`src/rtl/grf_wb_arbiter.sv`:
```
`default_nettype none
// ============================================================================
//  Module      : grf_wb_arbiter
//  Description : Sole driver of the GRF write port (A3/WD, A3==0 = no write).
//                Merges the W-stage pipeline write with an auxiliary
//                multi-cycle producer (MDU move-back, coprocessor reads).
//                Pipeline writes always win; aux writes are queued in a
//                small FIFO (valid/ready) and drain in idle cycles. A
//                pending-write query lets the hazard unit stall D-stage
//                reads of registers that are still queued.
//  Ports       : clk, reset (async, active-high)
//                pipe_a3/pipe_wd            W-stage write request
//                aux_valid/aux_ready/aux_a3/aux_wd   aux producer handshake
//                grf_a3/grf_wd              to GRF write port
//                query_a/query_hit          hazard-unit pending-write query
//                fifo_cnt                   occupied FIFO entries
//  Revision    : 1.0 - initial release
// ============================================================================
module grf_wb_arbiter #(
    parameter int DEPTH = 4,
    parameter int AW    = 2
) (
    input  logic          clk,
    input  logic          reset,
    input  logic [4:0]    pipe_a3,
    input  logic [31:0]   pipe_wd,
    input  logic          aux_valid,
    output logic          aux_ready,
    input  logic [4:0]    aux_a3,
    input  logic [31:0]   aux_wd,
    output logic [4:0]    grf_a3,
    output logic [31:0]   grf_wd,
    input  logic [4:0]    query_a,
    output logic          query_hit,
    output logic [AW:0]   fifo_cnt
);

    localparam logic [AW:0]   c_depth   = (AW+1)'(DEPTH);
    localparam logic [AW-1:0] c_ptr_one = AW'(1);
    localparam logic [AW:0]   c_cnt_one = (AW+1)'(1);

    logic [4:0]    r_a3 [DEPTH];
    logic [31:0]   r_wd [DEPTH];
    logic [AW-1:0] r_wr_ptr;
    logic [AW-1:0] r_rd_ptr;
    logic [AW:0]   r_cnt;

    logic          w_pipe_wr;
    logic          w_accept;
    logic          w_push;
    logic          w_pop;

    assign w_pipe_wr = (pipe_a3 != 5'd0);
    // Ready depends on registered occupancy only, never on a same-cycle pop.
    assign aux_ready = !reset && (r_cnt < c_depth);
    assign w_accept  = aux_valid && aux_ready;
    // A write to $0 completes the handshake but is dropped.
    assign w_push    = w_accept && (aux_a3 != 5'd0);
    assign w_pop     = !w_pipe_wr && (r_cnt != '0);
    assign fifo_cnt  = r_cnt;

    // Write-port select: pipeline first, then FIFO head, else no write.
    always_comb begin
        grf_a3 = 5'd0;
        grf_wd = 32'd0;
        if (reset || w_pipe_wr) begin
            grf_a3 = pipe_a3;
            grf_wd = pipe_wd;
        end else if (r_cnt != '0) begin
            grf_a3 = r_a3[r_rd_ptr];
            grf_wd = r_wd[r_rd_ptr];
        end
    end

    // Free and popped slots always hold a3==0, so a non-zero a3 marks a live entry.
    always_comb begin
        query_hit = 1'b0;
        for (int i = 0; i < DEPTH; i++) begin
            if ((r_a3[i] != 5'd0) && (r_a3[i] == query_a)) begin
                query_hit = 1'b1;
            end
        end
        if (reset || (query_a == 5'd0)) begin
            query_hit = 1'b0;
        end
    end

    // Entry destination fields. The pushed slot is never the target of a kill
    // (push wins), which keeps a same-cycle push younger than the pipe write.
    always_ff @(posedge clk or posedge reset) begin
        if (reset) begin
            for (int i = 0; i < DEPTH; i++) begin
                r_a3[i] <= 5'd0;
            end
        end else begin
            for (int i = 0; i < DEPTH; i++) begin
                if (w_push && (r_wr_ptr == AW'(i))) begin
                    r_a3[i] <= aux_a3;
                end else if ((w_pop && (r_rd_ptr == AW'(i))) ||
                             (w_pipe_wr && (r_a3[i] == pipe_a3))) begin
                    r_a3[i] <= 5'd0;
                end
            end
        end
    end

    // Data payload needs no reset: it is only visible while a3 is valid.
    always_ff @(posedge clk) begin
        for (int i = 0; i < DEPTH; i++) begin
            if (w_push && (r_wr_ptr == AW'(i))) begin
                r_wd[i] <= aux_wd;
            end
        end
    end

    always_ff @(posedge clk or posedge reset) begin
        if (reset) begin
            r_wr_ptr <= '0;
            r_rd_ptr <= '0;
            r_cnt    <= '0;
        end else begin
            if (w_push) begin
                r_wr_ptr <= r_wr_ptr + c_ptr_one;
            end
            if (w_pop) begin
                r_rd_ptr <= r_rd_ptr + c_ptr_one;
            end
            case ({w_push, w_pop})
                2'b10:   r_cnt <= r_cnt + c_cnt_one;
                2'b01:   r_cnt <= r_cnt - c_cnt_one;
                default: r_cnt <= r_cnt;
            endcase
        end
    end

endmodule
`default_nettype wire
```
`config.mk`:
```
export PLATFORM = sky130hd
export DESIGN_NAME = grf_wb_arbiter
export DESIGN_NICKNAME = d
export VERILOG_FILES = /design/src/rtl/grf_wb_arbiter.sv
export SDC_FILE = /design/constraint.sdc
export NUM_CORES = 1
export LEC_CHECK = 0
export CORE_UTILIZATION = 53
export CTS_CLUSTER_SIZE = 12
export DETAILED_ROUTE_END_ITERATION = 8
export PLACE_DENSITY = 0.77
export SYNTH_ARGS = -nofsm -noshare
export SYNTH_HDL_FRONTEND = slang
export SYNTH_SLANG_ARGS = --single-unit
```
`constraint.sdc`:
```
create_clock -name clk -period 2.8 [get_ports clk]
set_clock_uncertainty 0.2 [all_clocks]
set_input_delay 0.28 -clock clk [delete_from_list [all_inputs] [get_ports clk]]
set_output_delay 0.28 -clock clk [all_outputs]
set_load 0.1 [all_outputs]
```
==> qor.yml, run 1 <==
yosys:
  yosys_warnings: 0
  synth_common_cells: "128 x edfxtp_1, 91 x nand2_1, 37 x mux4_2"
  seq_area_frac_synth_pct: 62.7
  ys.flop_type: "edfxtp_1"
  syn_inst: 485
  yosysTopAreaCell: "edfxtp_1"
  syn-num-nets: 577
  ys_ff_latch: 155
  synth_area_um2: 7210
  avgSynthCellArea_um2: 14.9
  synth_async_sr_flop_share_pct: 17.4
  synth_edf_count: 128
  synth_top_area_share_pct: 53.3
  synth_cell_types: 42
  synth_most_common_cell: "edfxtp_1"
  synth_area_leaders: "edfxtp_1 53%, mux4_2 12%, dfrtp_1 9.4%, nand2_1 4.7%, xnor2_1 2.8%"
worst_setup_path:
  reg2reg_slack_ps: 670
  crit_buf_inv: 5
  required_ps: 2320
  endpoint_kind: "output port"
  worstSetupStartpointType: "primary input"
  worst_path_most_repeated_cell: "buf_4"
  arrival_ps: 2240
  ff2ff_path_depth: 8
  path_cells: "clkdlybuf4s50_1, nor4_4, buf_4, nand3b_1, buf_4, bufbuf_16, o21ai_4, buf_12"
  critPathMaxFanout: 22
  crit_type: "in2out"
  rr_startpoint: "fifo_cnt[0]$_DFFE_PP0P_"
  cpLargestDelayFamily: "buffers and inverters"
  slowest_delay_ps: 470
  r2r_end: "fifo_cnt[2]$_DFFE_PP0P_"
  slowest_stage: "clkdlybuf4s50_1"
grt:
  grt_use_total_pct: 26.6
  grt_start_max_net_pins: 42
  antenna_found_initial: 0
  grt_overflow: 0
  grt_first_pass_wirelength_um: 27400
  grt_pass1_vias: 5014
cells_and_area:
  antennaDiodeCount: 0
  num-nets-final: 724
  drive_gt1_share_pct: 30.9
  area_delta_synth_final_pct: 42.0
clock_tree:
  cts_buffers: 17
  htreeDepth: 4
  clock_latency_ps: 420
  cts_tree: "done"
  hold_buffers: 0
  clock_sinks: 155
  clockBufferDepth: 2
  cts_root_buf: "clkbuf_16"
  cts.reportedPaths.clkPinSlew_ps: 60
timing:
  timing.setup.tns_ps: 0
  slew-limit-headroom_pct: 50.1
  hold_viol: 0
  fin_ws_ps: 78.9
  maxSlewViolCount: 0
  fmax_mhz: 368
  finalSetupViolCount: 0
  worstMarginPinSlew_ps: 742
  period_share_pct: 97.2
  rsz0062_at_grt: "no"
  finalCriticalPeriod_ps: 2720
drt:
  vias_per_cell: 5.73
  wl_um: 17300
  dr.pass1.iters: 4
  ant_nets: 0
  wl_per_cell_um: 21.0
  num_vias: 4704
  drt_iter0_markers: 270
  drc: 0
floorplan:
  coreArea_um2: 13200
  num_rows: 42
  dieArea_um2: 14100
  start_util_pct: 54.5
  io_pins: 124
  dieHeight_um: 119
  die_w_um: 119
placed_design:
  preCtsSetupSlack_ps: 5.95
  io_buffers: 123
  detailed_place_hpwl_um: 11300
  place_congestion: 0.907
power_and_ir_drop:
  cellLeakagePower_nw: 3.84
  p_per_area_nw_per_um2: 849
  peakVddDrop_v: 0.000479
min_path:
  hold_class: "in2async"
run_status:
  outcome: "finished, final reports clean"
flow_run:
  max_cap_viol_count: 0
## tightest hold or removal path, cell delays in order
cell and delay [ps]:
clkdlybuf4s50_1 490, inv_1 120, buf_4 360
## layout by cell type, fill, tap and decap left out, types with 3 or more instances in the layout
cell,count
edfxtp_1,128
nand2_1,89
clkdlybuf4s50_1,79
buf_12,45
mux4_2,37
buf_4,30
o21ai_4,29
dfrtp_1,24
xnor2_1,23
o2bb2ai_1,20
xor2_1,18
clkbuf_16,17
inv_1,9
ha_1,9
nor4_1,8
o21ai_0,6
a21o_1,5
bufinv_16,5
o211ai_4,4
inv_2,4
nand3_1,4
nand4b_1,4
o31ai_1,4
clkinvlp_4,4
o21ai_2,3
dfrtp_2,3
## how the worst max path moves through the flow
stage	cells after the start	end	slack [ps]	startpoint
4_1_cts	8	grf_wd[18]	20	pipe_a3[0]
6_report	8	grf_wd[17]	80	pipe_a3[2]
3_3_place_gp	10	fifo_cnt[2]$_DFFE_PP0P_	60	aux_a3[3]
5_1_grt	9	grf_a3[2]	20	pipe_a3[2]
3_5_place_dp	8	grf_a3[2]	6	pipe_a3[0]
2_1_floorplan	5	grf_wd[10]	-210	fifo_cnt[0]$_DFFE_PP0P_
## final cells by class
type                       instances  area [um^2]
multi-input combinational        288         2830
sequential                       155         4520
tap                              176          220
clock buffer                      18          429
inverter                          13         48.8
clock inverter                    14          219
fill                             775         3000
timing repair buffer             157         1970
## metal layers
layer  GRT usage [%]  wire length (um)  vias up
li1                -                 -     2125
met1            33.0              6730     2387
met2            45.1              9140      162
met3            5.98              1020       30
met4            10.8               387        0
met5               0                 0        -
## per-stage QoR
step           power [W]  hold slack, ps  utilization (%)  std cells  instance area [um^2]
6_report         0.00869             218             77.3        821                 10200
5_1_grt          0.00906             260             77.3        821                 10200
4_1_cts          0.00877             214             77.2        820                 10200
3_5_place_dp     0.00625             328             72.0        786                  9540
3_3_place_gp     0.00616             303             72.0        786                  9540
2_1_floorplan    0.00530             147                -        485                  7560
## cell families after synthesis
family / after synthesis / share of synthesized area (%)
flops: 155 / 62.7
simple gates: 124 / 8.22
compound gates: 74 / 7.48
buf+inv: 42 / 2.98
xor+xnor: 41 / 4.98
mux: 39 / 11.8
fa+ha+maj: 10 / 1.84
## sequential cells by signal, summed over array words and instances (netlist names)
| name | cells |
|---|---|
| r_wr_ptr | 2 |
| r_rd_ptr | 2 |
| fifo_cnt | 3 |
| r_a3 | 20 |
| r_wd | 128 |
## report_power, final
group | switching, W | internal, W
Sequential | 0.000348 | 0.00281
Clock | 0.000915 | 0.00159
Combinational | 0.00172 | 0.00131
Total | 0.00298 | 0.00571
## timing repair
action	CTS	global route
pin swaps	0	3
gates resized for setup	0	4
endpoints found under the setup margin	3	33
setup buffers	1	1
gates cloned	1	0
(Power assumes the default switching activity.)
==> run 2: changes to the inputs <==
CORE_MARGIN = 3   (was unset)
==> qor.yml, run 2 (same netlist as run 1, synthesis figures left out) <==
run_status:
  outcome: "finished, final reports clean"
grt:
  antenna_found_initial: 0  # unchanged
  grt_first_pass_wirelength_um: 27000  # -1.4%
  grt_use_total_pct: 24.5  # -2.1 points
  grt_pass1_vias: 4976  # -0.76%
  grt_overflow: 0  # unchanged
  grt_start_max_net_pins: 41  # -2.4%
cells_and_area:
  drive_gt1_share_pct: 30.4  # -0.42 points
  multi_input_area_um2: 2820  # -0.18%
  area_delta_synth_final_pct: 41.4
  mostFrequentLayoutCell: "edfxtp_1"
  mostFrequentLayoutCells: "128 x edfxtp_1, 91 x nand2_1, 81 x clkdlybuf4s50_1"
  antennaDiodeCount: 0  # unchanged
  fill_cells: 703  # -9.3%
  largest_reg_flops: 128  # unchanged
  num-nets-final: 724  # unchanged
  largest_register: "r_wd"
  ff_latch_area_um2: 4520  # unchanged
  post-route-util_pct: 78.6  # +1.3 points
  instances_no_fill: 816  # -0.61%
clock_tree:
  cts.reportedPaths.clkPinSlew_ps: 60  # about the same
  clockBufferDepth: 2  # unchanged
  cts_buffers: 17  # unchanged
  clock_sinks: 155  # unchanged
  cts_root_buf: "clkbuf_16"
  clock_latency_ps: 420  # about the same
  cts_tree: "done"
  hold_buffers: 0  # unchanged
  htreeDepth: 4  # unchanged
drt:
  dr.pass1.iters: 5  # +1
  drc: 0  # unchanged
  wl_per_cell_um: 21.5  # +2.1%
  ant_nets: 0  # unchanged
  vias_per_cell: 5.81  # +1.4%
  num_vias: 4741  # +0.79%
  wl_um: 17500  # +1.5%
  drt_iter0_markers: 357  # +32%
floorplan:
  num_rows: 41  # -2.4%
  coreArea_um2: 13000  # -2.0%
  start_util_pct: 55.6  # +1.1 points
  die_w_um: 123  # +3.4%
  dieArea_um2: 15000  # +6.9%
  dieHeight_um: 123  # +3.4%
  io_pins: 124  # unchanged
worst_setup_path:
  worstSetupStartpointType: "primary input"
  critPathMaxFanout: 20  # -9.1%
  crit_type: "in2out"
  path_cells: "clkdlybuf4s50_1, nor4_4, buf_4, nand3b_1, buf_4, buf_8, o21ai_4, buf_12"
  crit_buf_inv: 5  # unchanged
  worst_path_most_repeated_cell: "buf_4"
  slowest_delay_ps: 530  # +60 ps
  endpoint_kind: "output port"
  arrival_ps: 2250  # about the same
  cpLargestDelayFamily: "buffers and inverters"
  required_ps: 2320  # about the same
  slowest_stage: "clkdlybuf4s50_1"
placed_design:
  dp.cells: 782  # -0.51%
  preCtsSetupSlack_ps: -27.1  # -33.1 ps
  place_congestion: 0.882  # -2.8%
  detailed_place_hpwl_um: 12000  # +5.5%
  io_buffers: 123  # unchanged
timing:
  maxSlewViolCount: 0  # unchanged
  hold_viol: 0  # unchanged
  period_share_pct: 97.7  # +0.49 points
  fin_ws_ps: 65.1  # -13.8 ps
  finalCriticalPeriod_ps: 2730  # +13.8 ps
  slew-limit-headroom_pct: 69.1  # +19 points
  worstMarginPinSlew_ps: 464  # -278 ps
  finalSetupViolCount: 0  # unchanged
  fmax_mhz: 366  # -0.50%
min_path:
  hold_class: "in2async"
power_and_ir_drop:
  cellLeakagePower_nw: 3.79  # -1.1%
  peakVddDrop_v: 0.00128  # +170%
  p_per_area_nw_per_um2: 840  # -1.0%
flow_run:
  max_cap_viol_count: 0  # unchanged
-- run 2: layer usage --
layer | up-vias | part of all wire, % | track usage, %
li1 | 2125 | - | -
met1 | 2393 | 41 | 32.1
met2 | 193 | 50 | 39.8
met3 | 30 | 6.5 | 6.54
met4 | 0 | 1.9 | 8.54
met5 | - | 0 | 0
-- run 2: area by class of cell --
cell class | instances | area share (%)
multi-input combinational | 288 | 27.7
tap | 172 | 2.11
inverter | 13 | 0.478
clock buffer | 17 | 4.17
clock inverter | 14 | 1.93
sequential | 155 | 44.3
timing repair buffer | 157 | 19.3
-- run 2: worst min-delay path, delay by kind of cell --
family	cells	cell delay, ps
buf+inv	3	1020
-- run 2: metrics by stage --
step | power (W) | setup TNS [ps] | cell area, um^2 | hold WS (ps)
after detailed placement | 0.00622 | -27.1 | 9540 | 323
after global routing | 0.00893 | -2.15 | 10200 | 297
after floorplan | 0.00530 | -210 | 7560 | 147
after CTS | 0.00863 | 0 | 10200 | 276
final | 0.00857 | 0 | 10200 | 273
after global placement | 0.00614 | 0 | 9540 | 314
-- run 2: final timing paths --
path	start	cells past startpoint	slack, ps	endpoint
min in group clk	aux_wd[9]	1	290	r_wd[1][9]$_DFFE_PP_
worst min register to register	fifo_cnt[0]$_DFFE_PP0P_	1	330	fifo_cnt[0]$_DFFE_PP0P_
max in group asynchronous	reset	3	1830	r_rd_ptr[0]$_DFFE_PP0P_
worst max register to register	fifo_cnt[0]$_DFFE_PP0P_	8	600	fifo_cnt[2]$_DFFE_PP0P_
worst max-delay path	pipe_a3[2]	8	70	grf_wd[18]
worst min-delay path	reset	3	270	r_a3[18]$_DFFE_PP0P_
-- run 2: power breakdown --
part           switching, W  internal (W)  total, W
combinational       0.00171       0.00129   0.00300
clock              0.000900       0.00149   0.00239
sequential         0.000363       0.00281   0.00317
-- run 2: timing repair --
action	4_1_cts	5_1_grt
resized for setup	0	3
setup endpoints to repair	0	20
buffers inserted	0	2
==> variant: new RTL, flow settings as in run 2 <==
The parameter `AW` goes from 2 to 3.
--- a/src/rtl/grf_wb_arbiter.sv
+++ b/src/rtl/grf_wb_arbiter.sv
@@ -20,3 +20,3 @@
     parameter int DEPTH = 4,
-    parameter int AW    = 2
+    parameter int AW    = 3
 ) (
Interface: changed (resized fifo_cnt); port bits go from 124 to 125. No check against the original RTL was run, so the function may have changed too.
==> variant against run 2 <==
Sequential power increased by 4%; synthesized area increased by 1.5%; power decreased by 3.4%; sequential cell count increased by 3; non-clock buffer count increased by 13; design area increased by 0.88%; via count increased by 5.6%; sequential share of layout area increased by 0.40 points; first-iteration DRC count increased by 24%; routed wire length increased by 13%; worst setup slack improved by 36 ps; critical path type unchanged.
==> variant: results (changes against run 2) <==
| Metric | Value |
|---|---|
| Status | `finished, final reports clean (unchanged)` |
| Pleak | `3.882 nW (was 3.794 nW)` |
| Post-synthesis mux area share | `0.1198 (was 0.1185)` |
| Layout cell share with drive strength beyond 1 | `0.3100 (was 0.3043)` |
| Distinct cell type count after synthesis | `44 (was 42)` |
| DP HPWL | `11650 µm (was 11970 µm)` |
| Worst Hold Class | `primary input to flop (was primary input to async pin)` |
| XOR/XNOR share of the synthesized area | `0.05143 (was 0.04978)` |
| Ys async rst share | `0.1899 (was 0.1742)` |
| Vias in the first global route | `5161 (was 4976)` |
| Worst-path maximum fanout | `8 (was 20)` |
| Dpl cells | `805 (was 782)` |
| First-pass GRT wire length | `28810 µm (was 27010 µm)` |
| Routed wire per std cell | `23.34 µm (was 21.50 µm)` |
| CP startpoint | `pipe_a3[1] (was pipe_a3[2])` |
| Initial antenna violation count | `1 (was 0)` |
| Logic pwr share | `0.338 (was 0.351)` |
| Synth Area in Compound Gates | `0.07090 (was 0.07476)` |
| GRT Resource Usage Total | `0.2603 (was 0.2447)` |
| Max Freq | `370.6 MHz (was 365.6 MHz)` |
| Final hold vios | `0 (unchanged)` |
| Non-Filler Instances | `847 (was 816)` |
| Reg2reg start | `fifo_cnt[3] (was fifo_cnt[0])` |
| CP Capture Point | `grf_wd[27] (was grf_wd[18])` |
| Reg-to-reg critical path endpoint | `fifo_cnt[3] (was fifo_cnt[2])` |
| Nets | `753 (was 724)` |
| Post-synth top area share | `0.5249 (was 0.5329)` |
| Worst-margin pin slew | `465.5 ps (was 464.2 ps)` |
| Cells after Synth | `498 (was 485)` |
| Slowest-stage cell, CP | `or4_4 (was clkdlybuf4s50_1)` |
| First DRT Iteration DRCs | `443 (was 357)` |
| Post-synth net total | `593 (was 577)` |
| # port buffers | `124 (was 123)` |
| Post-Synth Adder-Cell Area | `0.02221 (was 0.01839)` |
| Commonest cells in the netlist | `128 x edfxtp_1, 87 x nand2_1, 40 x xor2_1 (was 128 x edfxtp_1, 91 x nand2_1, 37 x mux4_2)` |
| Worst IR drop on VDD | `0.0005142 V (was 0.001282 V)` |
| Sequential area share after synthesis | `0.6274 (was 0.6265)` |
| CP arrival | `2220 ps (was 2250 ps)` |
| Final estimated routing congestion in global placement | `0.9053 (was 0.8819)` |
| Place WS | `-168.9 ps (was -27.14 ps)` |
| R2r setup slk | `330 ps (was 600 ps)` |
| Area contributors post-synth | `edfxtp_1 52%, mux4_2 11%, dfrtp_1 10% (was edfxtp_1 53%, mux4_2 12%, dfrtp_1 9.4%)` |
| Pin count of the biggest net entering global routing | `36 (was 41)` |
| Via Count | `5006 (was 4741)` |
-- variant: worst min path at each step --
stage / startpoint / endpoint / cells past startpoint
3_3_place_gp: r_wr_ptr[2] / r_wr_ptr[2] / 2
5_1_grt: aux_wd[9] / r_wd[1][9] / 1
6_report: aux_wd[15] / r_wd[3][15] / 1
4_1_cts: aux_wd[14] / r_wd[2][14] / 1
2_1_floorplan: reset / r_a3[0] / 1
3_5_place_dp: r_wr_ptr[2] / r_wr_ptr[2] / 2
-- variant: power groups by stage --
stage	clock (W)	combinational, W	sequential (W)
detailed placement	0	0.00270	0.00332
finish	0.00219	0.00279	0.00329
global placement	0	0.00262	0.00330
global route	0.00230	0.00299	0.00333
floorplan	0	0.00175	0.00336
CTS	0.00219	0.00275	0.00328
-- variant: layout make-up --
type	instances	area, µm²
Clock inverter	14	135.1
Inverter	11	41.29
Fill cell	786	3109
Multi-Input combinational cell	300	2669
Tap cell	176	220.2
Timing Repair Buffer	170	2192
Clock buffer	18	429.2
Sequential cell	158	4604
-- variant: metrics by stage --
step / area (µm²) / hold WS, ps / utilization
2_1_floorplan: 7355 / 176.5 / -
3_3_place_gp: 9425 / 264.5 / 0.7034
3_5_place_dp: 9425 / 284.2 / 0.7034
4_1_cts: 10160 / 289.5 / 0.7585
5_1_grt: 10290 / 293.2 / 0.7680
6_report: 10290 / 285.6 / 0.7680
-- variant: routing by layer --
layer  global-route usage  vias to the layer above  wire length [µm]
met5                    0                        -                13
met4               0.1066                        2               492
met3              0.07548                       47              1504
met1               0.3264                     2500              7427
li1                     -                     2226                 -
met2               0.4275                      231             10330
-- variant: critical path: cells and delay by family --
kind                   cells  cell delay [ps]
buffers and inverters      5              900
and+or+nand+nor            3              770
AOI/OAI and AO/OA          1              250
-- variant: logic make-up (layout without fill, tap and decap cells) --
logic type	Yosys count	in the layout
DFF	158	158
and+or+nand+nor	125	125
AOI/OAI and AO/OA	78	78
xor gates and xnor gates	43	43
muxes	41	41
buffers and inverters	40	213
adders and majority gates	13	13
-- variant: what timing repair did --
action	CTS	global route
setup buffers	5	1
gates resized for setup	25	15
cloned	2	3
pin swaps	4	8
setup endpoints to repair	37	34
